### src/rtl/pbs_turn_ctrl.sv
// -----------------------------------------------------------------------------
// pbs_turn_ctrl
//
// Purpose
//   Turn sequencer for the battle datapath. A go edge in IDLE runs one full
//   turn. The player half-turn runs first and the AI half-turn follows. Each
//   half-turn is:
//     SEL (1) -> WAIT (SETTLE_CYCLES) -> HIT (1) -> APPLY (1) -> CHK (SETTLE_CYCLES)
//   A miss in HIT skips APPLY and CHK and moves straight on. The block counts
//   completed turns. It ends the game in OVER when one side faints (p_win or
//   ai_win) or when the turn limit is reached (draw).
//
// Ports
//   clk       in   system clock, rising edge
//   rst       in   synchronous active-high reset; has priority over all inputs
//   go        in   player confirm level; only a rising edge starts a turn
//   accu      in   [4:0] accuracy of the selected move
//   acc_rng   in   [4:0] accuracy random value (bit 4 is always 0)
//   p_hp      in   [4:0] player HP
//   ai_hp     in   [4:0] AI HP
//   actr      out  trainer select (0 = player move, 1 = AI random move)
//   target    out  damage target (1 = AI, 0 = player)
//   app_dmg   out  one-cycle apply-damage strobe
//   stop      out  RNG freeze (1 = frozen) for the whole turn
//   busy      out  high in every state except IDLE and OVER
//   last_miss out  result of the most recent accuracy check
//   turn_cnt  out  [TURN_W-1:0] number of completed full turns
//   p_win     out  AI fainted
//   ai_win    out  player fainted
//   draw      out  turn limit reached with both sides alive
//
// Parameters
//   SETTLE_CYCLES  settle wait after move select and after apply (1..15)
//   TURN_W         width of the turn counter
//   MAX_TURNS      turn count that declares a draw; must be < 2**TURN_W
//
// Configuration macro
//   ACCURACY_CHECK_EN  when defined, HIT compares accu >= acc_rng and misses
//                      are possible. When undefined, every move hits,
//                      last_miss stays 0 and accu/acc_rng are ignored.
// -----------------------------------------------------------------------------
module pbs_turn_ctrl #(
  parameter int SETTLE_CYCLES = 2,
  parameter int TURN_W        = 5,
  parameter int MAX_TURNS     = 31
) (
  input  logic              clk,
  input  logic              rst,
  input  logic              go,
  input  logic [4:0]        accu,
  input  logic [4:0]        acc_rng,
  input  logic [4:0]        p_hp,
  input  logic [4:0]        ai_hp,
  output logic              actr,
  output logic              target,
  output logic              app_dmg,
  output logic              stop,
  output logic              busy,
  output logic              last_miss,
  output logic [TURN_W-1:0] turn_cnt,
  output logic              p_win,
  output logic              ai_win,
  output logic              draw
);

  typedef enum logic [3:0] {
    S_IDLE    = 4'd0,
    S_P_SEL   = 4'd1,
    S_P_WAIT  = 4'd2,
    S_P_HIT   = 4'd3,
    S_P_APPLY = 4'd4,
    S_P_CHK   = 4'd5,
    S_A_SEL   = 4'd6,
    S_A_WAIT  = 4'd7,
    S_A_HIT   = 4'd8,
    S_A_APPLY = 4'd9,
    S_A_CHK   = 4'd10,
    S_OVER    = 4'd11
  } state_e;

  // The wait counter is loaded with SETTLE_CYCLES-1 and counts down to 0.
  // This gives exactly SETTLE_CYCLES cycles in every WAIT and CHK state.
  localparam logic [3:0]        SETTLE_LAST = 4'(SETTLE_CYCLES - 1);
  localparam logic [TURN_W-1:0] MAX_T       = TURN_W'(MAX_TURNS);
  localparam logic [TURN_W-1:0] TURN_ONE    = TURN_W'(1);

  state_e              state_q, state_d;
  logic                go_q;
  logic                go_arm_q;
  logic [3:0]          wait_q, wait_d;
  logic                last_miss_q, last_miss_d;
  logic [TURN_W-1:0]   turn_q, turn_d;
  logic                p_win_q, p_win_d;
  logic                ai_win_q, ai_win_d;
  logic                draw_q, draw_d;
  logic                target_q, target_d;
  logic                actr_q, actr_d;

  logic                go_edge;
  logic                hit;
  logic                wait_done;
  logic [TURN_W-1:0]   turn_inc;

  // A rising edge only counts after go has been seen low at least once since
  // reset. Without this, a go held high through reset would look like a
  // fresh edge, because go_q is cleared by reset.
  assign go_edge   = go & ~go_q & go_arm_q;
  assign wait_done = (wait_q == 4'd0);
  assign turn_inc  = turn_q + TURN_ONE;

`ifdef ACCURACY_CHECK_EN
  // Unsigned 5-bit compare. acc_rng never exceeds 15.
  assign hit = (accu >= acc_rng);
`else
  logic unused_acc;
  assign unused_acc = ^{accu, acc_rng};
  assign hit        = 1'b1;
`endif

  // ---------------------------------------------------------------------------
  // State and registered flags
  // ---------------------------------------------------------------------------
  always_ff @(posedge clk) begin
    if (rst) begin
      state_q     <= S_IDLE;
      go_q        <= 1'b0;
      go_arm_q    <= 1'b0;
      wait_q      <= 4'd0;
      last_miss_q <= 1'b0;
      turn_q      <= '0;
      p_win_q     <= 1'b0;
      ai_win_q    <= 1'b0;
      draw_q      <= 1'b0;
      target_q    <= 1'b0;
      actr_q      <= 1'b0;
    end else begin
      state_q     <= state_d;
      go_q        <= go;
      if (!go) begin
        go_arm_q  <= 1'b1;
      end
      wait_q      <= wait_d;
      last_miss_q <= last_miss_d;
      turn_q      <= turn_d;
      p_win_q     <= p_win_d;
      ai_win_q    <= ai_win_d;
      draw_q      <= draw_d;
      target_q    <= target_d;
      actr_q      <= actr_d;
    end
  end

  // ---------------------------------------------------------------------------
  // Next-state logic
  // target and actr change when a SEL state is entered. This keeps target
  // steady for the whole half-turn, including the cycle before app_dmg.
  // ---------------------------------------------------------------------------
  always_comb begin
    state_d     = state_q;
    wait_d      = wait_q;
    last_miss_d = last_miss_q;
    turn_d      = turn_q;
    p_win_d     = p_win_q;
    ai_win_d    = ai_win_q;
    draw_d      = draw_q;
    target_d    = target_q;
    actr_d      = actr_q;

    unique case (state_q)
      S_IDLE: begin
        actr_d = 1'b0;
        if (go_edge) begin
          state_d  = S_P_SEL;
          target_d = 1'b1;
          actr_d   = 1'b0;
        end
      end

      // ----------------------------- player half ----------------------------
      S_P_SEL: begin
        state_d = S_P_WAIT;
        wait_d  = SETTLE_LAST;
      end

      S_P_WAIT: begin
        if (wait_done) begin
          state_d = S_P_HIT;
        end else begin
          wait_d = wait_q - 4'd1;
        end
      end

      S_P_HIT: begin
        last_miss_d = ~hit;
        if (hit) begin
          state_d = S_P_APPLY;
        end else begin
          // A miss skips the player's faint check and hands over to the AI.
          state_d  = S_A_SEL;
          target_d = 1'b0;
          actr_d   = 1'b1;
        end
      end

      S_P_APPLY: begin
        state_d = S_P_CHK;
        wait_d  = SETTLE_LAST;
      end

      S_P_CHK: begin
        if (wait_done) begin
          if (ai_hp == 5'd0) begin
            state_d = S_OVER;
            p_win_d = 1'b1;
          end else begin
            state_d  = S_A_SEL;
            target_d = 1'b0;
            actr_d   = 1'b1;
          end
        end else begin
          wait_d = wait_q - 4'd1;
        end
      end

      // ------------------------------ AI half -------------------------------
      S_A_SEL: begin
        state_d = S_A_WAIT;
        wait_d  = SETTLE_LAST;
      end

      S_A_WAIT: begin
        if (wait_done) begin
          state_d = S_A_HIT;
        end else begin
          wait_d = wait_q - 4'd1;
        end
      end

      S_A_HIT: begin
        last_miss_d = ~hit;
        if (hit) begin
          state_d = S_A_APPLY;
        end else begin
          // An AI miss ends the turn without a faint check.
          turn_d = turn_inc;
          if (turn_inc == MAX_T) begin
            state_d = S_OVER;
            draw_d  = 1'b1;
          end else begin
            state_d = S_IDLE;
            actr_d  = 1'b0;
          end
        end
      end

      S_A_APPLY: begin
        state_d = S_A_CHK;
        wait_d  = SETTLE_LAST;
      end

      S_A_CHK: begin
        if (wait_done) begin
          if (p_hp == 5'd0) begin
            state_d  = S_OVER;
            ai_win_d = 1'b1;
          end else begin
            turn_d = turn_inc;
            if (turn_inc == MAX_T) begin
              state_d = S_OVER;
              draw_d  = 1'b1;
            end else begin
              state_d = S_IDLE;
              actr_d  = 1'b0;
            end
          end
        end else begin
          wait_d = wait_q - 4'd1;
        end
      end

      // Terminal: only reset leaves OVER.
      S_OVER: begin
        state_d = S_OVER;
      end

      default: begin
        state_d = S_IDLE;
      end
    endcase
  end

  // ---------------------------------------------------------------------------
  // Outputs decoded from the state register
  // ---------------------------------------------------------------------------
  always_comb begin
    busy    = (state_q != S_IDLE) && (state_q != S_OVER);
    app_dmg = (state_q == S_P_APPLY) || (state_q == S_A_APPLY);
  end

  // The RNGs stay frozen from P_SEL through A_CHK, which is exactly busy.
  assign stop      = busy;
  assign actr      = actr_q;
  assign target    = target_q;
  assign last_miss = last_miss_q;
  assign turn_cnt  = turn_q;
  assign p_win     = p_win_q;
  assign ai_win    = ai_win_q;
  assign draw      = draw_q;

endmodule

### config.mk
export PLATFORM = sky130hd
export DESIGN_NAME = pbs_turn_ctrl
export DESIGN_NICKNAME = d
export VERILOG_FILES = /design/src/rtl/pbs_turn_ctrl.sv
export SDC_FILE = /design/constraint.sdc
export NUM_CORES = 1
export LEC_CHECK = 0
export ABC_AREA = 1
export BUFFER_PORTS_ARGS = -buffer_cell sky130_fd_sc_hd__buf_2
export CAP_MARGIN = 10
export CORE_ASPECT_RATIO = 1.4
export CORE_UTILIZATION = 55
export CTS_BUF_LIST = sky130_fd_sc_hd__clkbuf_4
export DETAILED_ROUTE_END_ITERATION = 10
export PLACE_DENSITY = 0.93
export SLEW_MARGIN = 30
export SYNTH_ARGS = -nofsm -noshare
export SYNTH_HDL_FRONTEND = slang
export SYNTH_SLANG_ARGS = --single-unit
### constraint.sdc
create_clock -name clk -period 2.5 [get_ports clk]
set_input_delay 0.625 -clock clk [delete_from_list [all_inputs] [get_ports clk]]
set_output_delay 0.625 -clock clk [all_outputs]
set_load 0.01 [all_outputs]
# Yosys cells after proc, flatten, opt, wreduce, memory -nomap -nowiden
# Cells that the tools add are included.
dict set report totals {
  elab_cells 79
  input_bits 23
  out_inout_bits 14
  reg_bits 20
}
dict set report classes {
  n_eq_ne 22
  reduce_logical 20
  bitwise 4
  muxes 21
  add_sub_neg 2
}
# op n
set ops {}
lappend ops {{$pmux W4 S12} 1}
lappend ops {{$mux W4} 9}
lappend ops {{$ne A2 B2 Y1 const B} 9}
lappend ops {{$eq A4 B3 Y1 const B} 4}
lappend ops {{$eq A4 B4 Y1 const B} 4}
lappend ops {{$logic_not A5 Y1} 2}
lappend ops {{$reduce_and A3 Y1} 3}
lappend ops {{$eq A4 B2 Y1 const B} 2}
lappend ops {{$logic_not A4 Y1} 2}
lappend ops {{$mux W1} 8}
lappend ops {{$pmux W4 S2} 1}
lappend ops {{$reduce_and A4 Y1} 2}
lappend ops {{$reduce_or A4 Y1} 2}
lappend ops {{$reduce_and A6 Y1} 1}
lappend ops {{$add A5 B1 Y5 const B} 1}
lappend ops {{$eq A5 B5 Y1 const B} 1}
lappend ops {{$reduce_and A5 Y1} 1}
lappend ops {{$eq A4 B1 Y1 const B} 1}
lappend ops {{$ne A4 B4 Y1 const B} 1}
lappend ops {{$reduce_bool A2 Y1} 2}
lappend ops {{$reduce_bool A4 Y1} 1}
lappend ops {{$sub A4 B1 Y4 const B} 1}
lappend ops {{$pmux W1 S3} 1}
lappend ops {{$reduce_bool A3 Y1} 1}
lappend ops {{6 further kinds} 8}

# Logic depth before layout (Yosys ltp)
# Gate-level depths: netlist of the first run.
dict set report depth {
  word_depth 6
  depth_mapped 11
  ltp_nobuf 11
}

# Worst setup path before layout of the first run
# Ideal clock, no wire load.
dict set report synth_path {
  path_type {register to output}
  start {register state_q[1]}
  end {output port stop}
  t_required_ns 1.875
  arrival_ns 1.020
  slack_ns 0.855
  path_buffers 1
  stages_incl_launch_ff 6
  path_cell_list {dfxtp_1 -> inv_1 -> nand2_1 -> nor3_2 -> nor2_1 -> buf_4}
}
dict set report synth_between {
  elab_chain_len 2
  word_cells_on_any_way 3
  classes_between {eq/ne: 1; reduce/logical: 2}
}
# item line
set synth_rtl {}
lappend synth_rtl {{start: declaration} 87} ;# state_e state_q, state_d;
lappend synth_rtl {{start signal: assignment} 137} ;# state_q <= state_d;
lappend synth_rtl {{$ne A4 B4 Y1 or $reduce_bool A4 Y1 (tied branches)} 296} ;# busy = (state_q != S_IDLE) && (state_q != S_OVER);
lappend synth_rtl {{$logic_and A1 B1 Y1 *} 296}
lappend synth_rtl {{end: declaration} 57} ;# output logic stop,
# Mark *: on every way between the ends. The rest lies on a longest branch, timed or not.

# Final worst setup path of the first run
# Ends and elaborated chain as after synthesis.

==> metrics.cfg, run 1 <==
[status]
outcome=completed

[clock_network]
clk_latency_ns=0.31
cts_buffer_depth=2
tritoncts=yes
cts_resized=0
clock_tree.root_cell=clkbuf_4
cts_setup_buffers=0
cts.sinks=20
cts_buffers=3
htree_levels=1
hold_buffers=0
cts.reportedPaths.clkPinSlew_ns=0.12

[layout]
post-route-util_pct=68.1
diodes=0
num-nets-final=220
stdcell_area_um2=1360
drive_gt1_share_pct=25.9
syn2layout_area_growth_pct=14.3

[power]
pwr-share-seq_pct=34.2
p_switching_w=0.000476
p_clk_share_pct=23.0
swShare_pct=40.7
power_w=0.00117
ir_worst_vdd_uv=542
power.leakage_nw=0.656
power.density_nw_per_um2=860
p_int_w=0.000693
combPwrFrac_pct=42.7

[timing]
fmax_mhz=486
setup_viol=0
rsz0062_at_grt=no
period_share_pct=82.3
tns_ns=0
min_period_ns=2.06
finalHoldViolCount=0
clock_skew_ns=0.00458
drv_slew=0
slew_headroom_pct=64.9
tightest_slew_ns=0.525

[die]
start_util_pct=59.6
dieHeight_um=57.0
core_area_um2=2000
die_x_um=41.3
row_count=19
pin_count=37
dieArea_um2=2360

[placement]
dpl_cell_area_um2=1310
io_buffers=25
hpwlAfterDp_mm=2.07
place_congestion=0.901

[synth]
synth_ff_type=dfxtp_1
synth_area_per_cell_um2=7.04
async_flop_share_pct=0
synth-seq-cells=20
ys_types=36
syn_area_um2=1190
synth_top_area_cell=dfxtp_1
yosysWarnings=0
synth_common_cells=nand2_1, nor2_1, dfxtp_1
syn_inst=169
synth.most_common_cell=nand2_1
netlist.area_leader.share_pct=33.6
synth_edf_count=0
yosysSeqAreaShare_pct=33.6
post_synth_main_area_contributors=dfxtp_1, nand2_1, nor2_1
syn_nets=195

[critical_path]
r2r_cells=6
rr_endpoint=turn_cnt[4]$_SDFFE_PP0P_
worst-setup-path-type=reg -> out
r2r_slack_ns=0.79
required_ns=1.88
path_max_fanout=5
cp-end-kind=primary output
r2r-start=state_q[3]$_SDFFE_PP0P_
start_kind=flop
crit_arrival_ns=1.43

[routing]
ant_nets=0
drtIter0Drc=25
drt_wl_total_mm=2.58
firstDrtPassIters=4
vias=1181
wl_per_cell_um=12.1
drc=0
via_per_inst=5.52

[grt]
antenna_found_initial=0
grt_max_degree=17
grt_pass1_vias=1039
grt_pass1_wl_mm=4.09
grt_util_all_layers_pct=24.6
grt_overflow=0

[hold_path]
hold_end=go_arm_q$_SDFFE_PP0N_
hp-start=go_arm_q$_SDFFE_PP0N_
hold_path_depth=2
hold_path_class=reg -> reg

[job]
cap_violations=0

[power by group through the flow]
| stage | clock [W] | combinational [W] | sequential [W] |
|---|---|---|---|
| after floorplan | 0 | 0.000387 | 0.000402 |
| after global placement | 0 | 0.000481 | 0.000405 |
| after detailed placement | 0 | 0.000494 | 0.000407 |
| after CTS | 0.000271 | 0.000501 | 0.000399 |
| after global routing | 0.000285 | 0.000564 | 0.000406 |
| final | 0.000269 | 0.000499 | 0.000400 |
[kinds of logic (layout without fill, tap and decap cells)]
| logic type | count (synthesis) | in the layout | synth area share, % |
|---|---|---|---|
| and+or+nand+nor | 78 | 78 | 31.3 |
| DFF | 20 | 20 | 33.6 |
| adders and majority gates | 3 | 3 | 3.15 |
| xor gates and xnor gates | 2 | 2 | 1.47 |
| buffers and inverters | 30 | 54 | 10.9 |
| AOI/OAI and AO/OA | 35 | 35 | 19.1 |
| other | 1 | 1 | 0.315 |
[per-stage QoR]
step	std cells	worst slack, ns	hold WS (ns)
2_1_floorplan	169	0.855	0.431
3_3_place_gp	210	0.785	0.442
3_5_place_dp	210	0.694	0.454
4_1_cts	214	0.422	0.470
5_1_grt	214	0.326	0.491
6_report	214	0.442	0.466
[critical path: stages (launching register included)]
cell,delay [ns]
dfxtp_1,0.40
inv_1,0.10
nand2_1,0.11
nor3_2,0.29
nor2_1,0.08
buf_2,0.15
[layout by cell type, fill, tap and decap left out, types with 2 or more instances in the layout]
master and instances:
nand4_1 4, o21ai_0 2, nand2_4 2, nor2_1 21
clkbuf_4 3, buf_2 25, o21ai_1 6, dfxtp_1 20
nor3_1 2, inv_2 6, a31oi_1 3, a21oi_1 13
ha_1 3, xor2_1 2, inv_1 18, nand3_1 6
o22ai_1 2, nand2_1 36, a21oi_2 2
[worst max path at each step]
stage,start,end,slack (ns),cells past startpoint
after floorplan,state_q[1]$_SDFFE_PP0P_,stop,0.86,5
after detailed placement,p_hp[1],turn_cnt[4]$_SDFFE_PP0P_,0.69,8
final,state_q[1]$_SDFFE_PP0P_,stop,0.44,5
after global routing,state_q[0]$_SDFFE_PP0P_,busy,0.33,5
after global placement,state_q[0]$_SDFFE_PP0P_,busy,0.78,5
after CTS,state_q[0]$_SDFFE_PP0P_,stop,0.42,5
[per-layer routing]
layer  routed length, um  GRT usage, %
met1                1060          26.7
met2                1380          45.3
met3                 103          2.33
met4                  38          8.29
met5                   0             0
[registers in the layout (all words and copies together), names as in the netlist]
signal	flops
turn_cnt	5
state_q	4
wait_q	4
actr	1
ai_win	1
draw	1
go_arm_q	1
go_q	1
p_win	1
target	1
[area by class of cell]
type,count,area [um^2]
tap,21,26.3
fill,186,637
sequential,20,400
clock buffer,3,22.5
inverter,25,96.3
timing repair buffer,25,125
clock inverter,1,30.0
multi-input combinational,119,659
No activity file was read; power rests on OpenSTA's default activity.
==> run 2: changes to the inputs <==
--- a/config.mk
+++ b/config.mk
@@ -9,10 +9,10 @@
 export BUFFER_PORTS_ARGS = -buffer_cell sky130_fd_sc_hd__buf_2
 export CAP_MARGIN = 10
 export CORE_ASPECT_RATIO = 1.4
-export CORE_UTILIZATION = 55
+export CORE_UTILIZATION = 52
 export CTS_BUF_LIST = sky130_fd_sc_hd__clkbuf_4
 export DETAILED_ROUTE_END_ITERATION = 10
-export PLACE_DENSITY = 0.93
+export PLACE_DENSITY = 0.89
 export SLEW_MARGIN = 30
 export SYNTH_ARGS = -nofsm -noshare
 export SYNTH_HDL_FRONTEND = slang
==> constraint.sdc (replaced) <==
create_clock -name clk -period 2 [get_ports clk]
set_input_delay 0.5 -clock clk [delete_from_list [all_inputs] [get_ports clk]]
set_output_delay 0.5 -clock clk [all_outputs]
set_load 0.01 [all_outputs]
==> metrics.cfg, run 2 (same netlist as run 1, synthesis figures left out) <==
[hold_path]
hold_path_class=in -> reg

[critical_path]
start_kind=flop
required_ns=1.50  ; -0.38 ns
crit_path_cell_trace=inv_2, nand2_1, nor3_2, nor2_1, buf_2
crit_slowest_cell=dfxtp_1
crit_arrival_ns=1.39  ; -0.04 ns
worst-setup-path-type=reg -> out
path_max_fanout=6  ; +1
cp-end-kind=primary output
max_stage_delay_ns=0.35  ; -0.05 ns

[clock_network]
hold_buffers=0  ; unchanged
cts_buffer_depth=2  ; unchanged
clock_tree.root_cell=clkbuf_4
cts_resized=0  ; unchanged
clk_latency_ns=0.30  ; about the same
cts_buffers=3  ; unchanged
htree_levels=1  ; unchanged
tritoncts=yes
cts.sinks=20  ; unchanged
cts_setup_buffers=0  ; unchanged
cts.reportedPaths.clkPinSlew_ns=0.12  ; about the same

[power]
power.leakage_nw=0.661  ; +0.83%
power_w=0.00144  ; +23%
power.density_nw_per_um2=1050  ; +22%
ir_worst_vdd_uv=635  ; +17%

[grt]
grt_pass1_wl_mm=3.91  ; -4.5%
antenna_found_initial=0  ; unchanged
grt_max_degree=17  ; unchanged
grt_overflow=0  ; unchanged
grt_util_all_layers_pct=19.8  ; -4.8 points
grt_pass1_vias=979  ; -5.8%

[die]
start_util_pct=54.7  ; -4.9 points
row_count=20  ; +1
pin_count=37  ; unchanged
core_area_um2=2180  ; +9.0%
dieHeight_um=58.6  ; +2.7%
dieArea_um2=2490  ; +5.5%
die_x_um=42.4  ; +2.7%

[timing]
rsz0062_at_grt=no
period_share_pct=94.5
setup_viol=0  ; unchanged
tns_ns=0  ; unchanged
tightest_slew_ns=0.514  ; -0.0106 ns
fmax_mhz=529
clock_skew_ns=0.00126  ; -0.00331 ns
slew_headroom_pct=65.6  ; +0.71 points
finalHoldViolCount=0  ; unchanged
min_period_ns=1.89
drv_slew=0  ; unchanged

[routing]
drt_wl_total_mm=2.38  ; -7.7%
firstDrtPassIters=4  ; unchanged
drtIter0Drc=23  ; -8.0%
via_per_inst=5.19  ; -5.9%
vias=1122  ; -5.0%
wl_per_cell_um=11.0  ; -8.6%
ant_nets=0  ; unchanged
drc=0  ; unchanged

[placement]
hpwlAfterDp_mm=1.90  ; -8.4%
place_congestion=0.935  ; +3.8%
dpl_cell_area_um2=1320  ; +0.67%
io_buffers=25  ; unchanged

[layout]
syn2layout_area_growth_pct=15.0
post-route-util_pct=62.9  ; -5.2 points
layout_commonest_cell=nand2_1
mostFrequentLayoutCells=nand2_1, buf_2, nor2_1, dfxtp_1, inv_1
num-nets-final=221  ; +0.45%
diodes=0  ; unchanged
drive_gt1_share_pct=26.3  ; +0.38 points
stdcell_area_um2=1370  ; +0.64%
largest_register_ffs=5  ; unchanged

[job]
cap_violations=0  ; unchanged

[status]
outcome=completed

-- run 2: changes by cell type in the layout (fill, tap and decap cells not counted) --
cell	delta
buf_4	+1
-- run 2: final cells by class --
cell class / instances / area [um^2]
Tap cell: 22 / 27.5
Clock inverter: 1 / 30.0
Timing Repair Buffer: 26 / 133
Sequential cell: 20 / 400
Clock buffer: 3 / 22.5
Inverter: 25 / 96.3
Multi-Input combinational cell: 119 / 659
Fill cell: 199 / 808
-- run 2: routing by layer --
layer	wire length [um]	GRT usage, %	part of all wire, %	vias up
li1	-	-	-	602
met1	1010	20.5	42	501
met2	1320	41.5	55	19
met3	53	1.84	2.2	0
met4	0	4.02	0	0
met5	0	0	0	-
-- run 2: where the power goes --
part	total (W)	switching (W)	internal, W
registers	0.000502	0.0000531	0.000449
logic	0.000607	0.000392	0.000214
clock network	0.000330	0.000128	0.000202
total	0.00144	0.000573	0.000865
-- run 2: stage by stage --
| stage | worst slack [ns] | cells | hold WS [ns] |
|---|---|---|---|
| after floorplan | 0.480 | 169 | 0.431 |
| after global placement | 0.382 | 212 | 0.451 |
| after detailed placement | 0.336 | 212 | 0.457 |
| after CTS | 0.0943 | 216 | 0.368 |
| after global routing | 0.0221 | 216 | 0.376 |
| final | 0.110 | 216 | 0.382 |
-- run 2: worst max-delay path, delay by kind of cell, from the launching register on --
kind,cells,cell delay (ns)
simple gates,3,0.47
flops,1,0.35
buf+inv,2,0.27
-- run 2: worst paths after layout --
kind                                            endpoint  slack [ns]               startpoint  depth (start not counted)
worst max-delay path                                busy        0.11  state_q[0]$_SDFFE_PP0P_                          5
worst max register to register  turn_cnt[4]$_SDFFE_PP0P_        0.32  state_q[3]$_SDFFE_PP0P_                          6
worst min-delay path               go_arm_q$_SDFFE_PP0N_        0.38                       go                          2
worst min register to register     go_arm_q$_SDFFE_PP0N_        0.47    go_arm_q$_SDFFE_PP0N_                          2
==> run 3: changes to the inputs <==
--- a/config.mk
+++ b/config.mk
@@ -9,10 +9,10 @@
 export BUFFER_PORTS_ARGS = -buffer_cell sky130_fd_sc_hd__buf_2
 export CAP_MARGIN = 10
 export CORE_ASPECT_RATIO = 1.4
-export CORE_UTILIZATION = 52
+export CORE_UTILIZATION = 47
 export CTS_BUF_LIST = sky130_fd_sc_hd__clkbuf_4
 export DETAILED_ROUTE_END_ITERATION = 10
-export PLACE_DENSITY = 0.89
+export PLACE_DENSITY = 0.85
 export SLEW_MARGIN = 30
 export SYNTH_ARGS = -nofsm -noshare
 export SYNTH_HDL_FRONTEND = slang
==> constraint.sdc (replaced) <==
create_clock -name clk -period 1.55 [get_ports clk]
set_input_delay 0.3875 -clock clk [delete_from_list [all_inputs] [get_ports clk]]
set_output_delay 0.3875 -clock clk [all_outputs]
set_load 0.01 [all_outputs]
==> metrics.cfg, run 3 (same netlist as run 1, synthesis figures left out) <==
[status]
outcome=finished with violations
violations=negative setup slack

[critical_path]
crit_path_cell_trace=buf_6, nor3_4, nor2_1, buf_2
rr_endpoint=draw$_SDFFE_PP0P_
path_max_fanout=6  ; unchanged
crit_slowest_cell=dfxtp_4
crit_arrival_ns=1.25  ; -0.14 ns
crit_path_end=stop
start_kind=flop
critPathLaunch=state_q[2]$_SDFFE_PP0P_
cp-end-kind=primary output
critPathTopFamily=flip-flops
max_stage_delay_ns=0.40  ; +0.05 ns
path_depth=4  ; -1
r2r_cells=10  ; +4
r2r-start=state_q[0]$_SDFFE_PP0P_
r2r_slack_ns=-0.02  ; -0.34 ns
worst-setup-path-type=reg -> out
crit_buf_inv=2  ; unchanged
required_ns=1.16  ; -0.34 ns

[timing]
period_share_pct=106
setup_viol=7  ; +7
clock_skew_ns=0.00227  ; +0.00100 ns
finalWorstSetupSlack_ns=-0.0874  ; -0.198 ns
min_period_ns=1.64
drv_slew=0  ; unchanged
fmax_mhz=611
rsz0062_at_grt=yes
tns_ns=-0.252  ; -0.252 ns
finalHoldViolCount=0  ; unchanged

[clock_network]
clock_tree.root_cell=clkbuf_4
clk_latency_ns=0.31  ; about the same
cts_buffer_depth=2  ; unchanged
cts.sinks=20  ; unchanged
cts_buffers=3  ; unchanged
htree_levels=1  ; unchanged
hold_buffers=0  ; unchanged
cts.reportedPaths.clkPinSlew_ns=0.12  ; about the same
tritoncts=yes

[layout]
mostFrequentLayoutCells=nand2_1, buf_2, buf_4, inv_1, dfxtp_1
syn2layout_area_growth_pct=52.1
post-route-util_pct=75.7  ; +13 points
num-nets-final=250  ; +13%
fill_cells=164  ; -18%
layout_commonest_cell=nand2_1
drive_gt1_share_pct=48.0  ; +22 points
largest_register_ffs=5  ; unchanged
diodes=0  ; unchanged

[power]
power.leakage_nw=0.831  ; +26%
power.density_nw_per_um2=1380  ; +31%
ir_worst_vdd_uv=958  ; +51%

[die]
die_x_um=44.5  ; +4.9%
start_util_pct=49.8  ; -4.9 points
dieHeight_um=61.5  ; +5.0%
row_count=21  ; +5.0%
pin_count=37  ; unchanged
dieArea_um2=2740  ; +10%
core_area_um2=2390  ; +9.8%

[routing]
vias=1389  ; +24%
wl_met2_mm=2.03  ; +54%
drtIter0Drc=65  ; +180%
wl_met1_mm=1.40  ; +39%
firstDrtPassIters=5  ; +1
drt_wl_total_mm=3.73  ; +56%
ant_nets=0  ; unchanged
drc=0  ; unchanged
via_per_inst=5.40  ; +4.0%
wl_met3_um=142  ; +170%
wl_per_cell_um=14.5  ; +32%
routed.top_layer=met4

[hold_path]
hold_path_depth=2  ; unchanged
hold_path_class=in -> reg

[grt]
grt_overflow=0  ; unchanged
grt_max_degree=17  ; unchanged
antenna_found_initial=0  ; unchanged
grt_pass1_wl_mm=4.58  ; +17%
grt_pass1_vias=1171  ; +20%
grt_util_all_layers_pct=22.9  ; +3.2 points

[placement]
io_buffers=25  ; unchanged
hpwlAfterDp_mm=2.05  ; +8.1%
dp_slack_ns=-0.107  ; -0.443 ns
place_congestion=0.941  ; +0.60%

[job]
cap_violations=0  ; unchanged

## run 3: changes by cell type in the layout (fill, tap and decap cells not counted), sizes merged
cell    previous run  this run
buf               26        54
clkbuf             3         4
## run 3: what timing repair did
item | in CTS | in global routing
pin swaps | 3 | 11
resized for setup | 18 | 37
cloned | 0 | 1
setup endpoints to repair | 9 | 19
buffers inserted | 9 | 9
## run 3: how the worst min path moves through the flow
stage | startpoint | slack, ns | endpoint
after floorplan | go_arm_q$_SDFFE_PP0N_ | 0.43 | go_arm_q$_SDFFE_PP0N_
after global placement | go_arm_q$_SDFFE_PP0N_ | 0.45 | go_arm_q$_SDFFE_PP0N_
after detailed placement | go_arm_q$_SDFFE_PP0N_ | 0.45 | go_arm_q$_SDFFE_PP0N_
after CTS | go | 0.24 | go_arm_q$_SDFFE_PP0N_
after global routing | go | 0.25 | go_arm_q$_SDFFE_PP0N_
final | go | 0.25 | go_arm_q$_SDFFE_PP0N_
## run 3: report_power, final
group | switching (W) | internal, W | total, W | leakage, nW
clock network | 0.000175 | 0.000262 | 0.000437 | 0.0279
registers | 0.0000861 | 0.000591 | 0.000677 | 0.166
logic | 0.000773 | 0.000606 | 0.00138 | 0.637
## run 3: cell type report
class / instances / area [um^2] / share of cell area (%)
tap: 34 / 42.5 / 2.35
multi-input combinational: 119 / 779 / 43.1
clock inverter: 1 / 30.0 / 1.66
timing repair buffer: 55 / 414 / 22.9
clock buffer: 3 / 22.5 / 1.24
sequential: 20 / 414 / 22.9
inverter: 25 / 106 / 5.88
## run 3: per-stage QoR
step | hold slack [ns] | std cells | cell area, um^2 | total power, W
after floorplan | 0.431 | 169 | 1190 | 0.00127
after global placement | 0.445 | 235 | 1410 | 0.00151
after detailed placement | 0.446 | 235 | 1410 | 0.00151
after CTS | 0.242 | 247 | 1580 | 0.00212
after global routing | 0.252 | 257 | 1810 | 0.00263
final | 0.248 | 257 | 1810 | 0.00249
## run 3: per-layer routing
| layer | track usage [%] | vias up |
|---|---|---|
| met5 | 0 | - |
| met3 | 3.52 | 19 |
| met1 | 23.1 | 657 |
| li1 | - | 657 |
| met2 | 44.5 | 56 |
| met4 | 11.7 | 0 |
## run 3: worst reg2reg max path, cell delays in order (launching register included)
cell       delay (ns)
dfxtp_2          0.36
inv_4            0.09
buf_6            0.11
buf_6            0.11
nand2_8          0.07
nor2_8           0.12
inv_4            0.04
nor3_4           0.22
clkbuf_16        0.21
a41oi_2          0.10
nor2_2           0.08
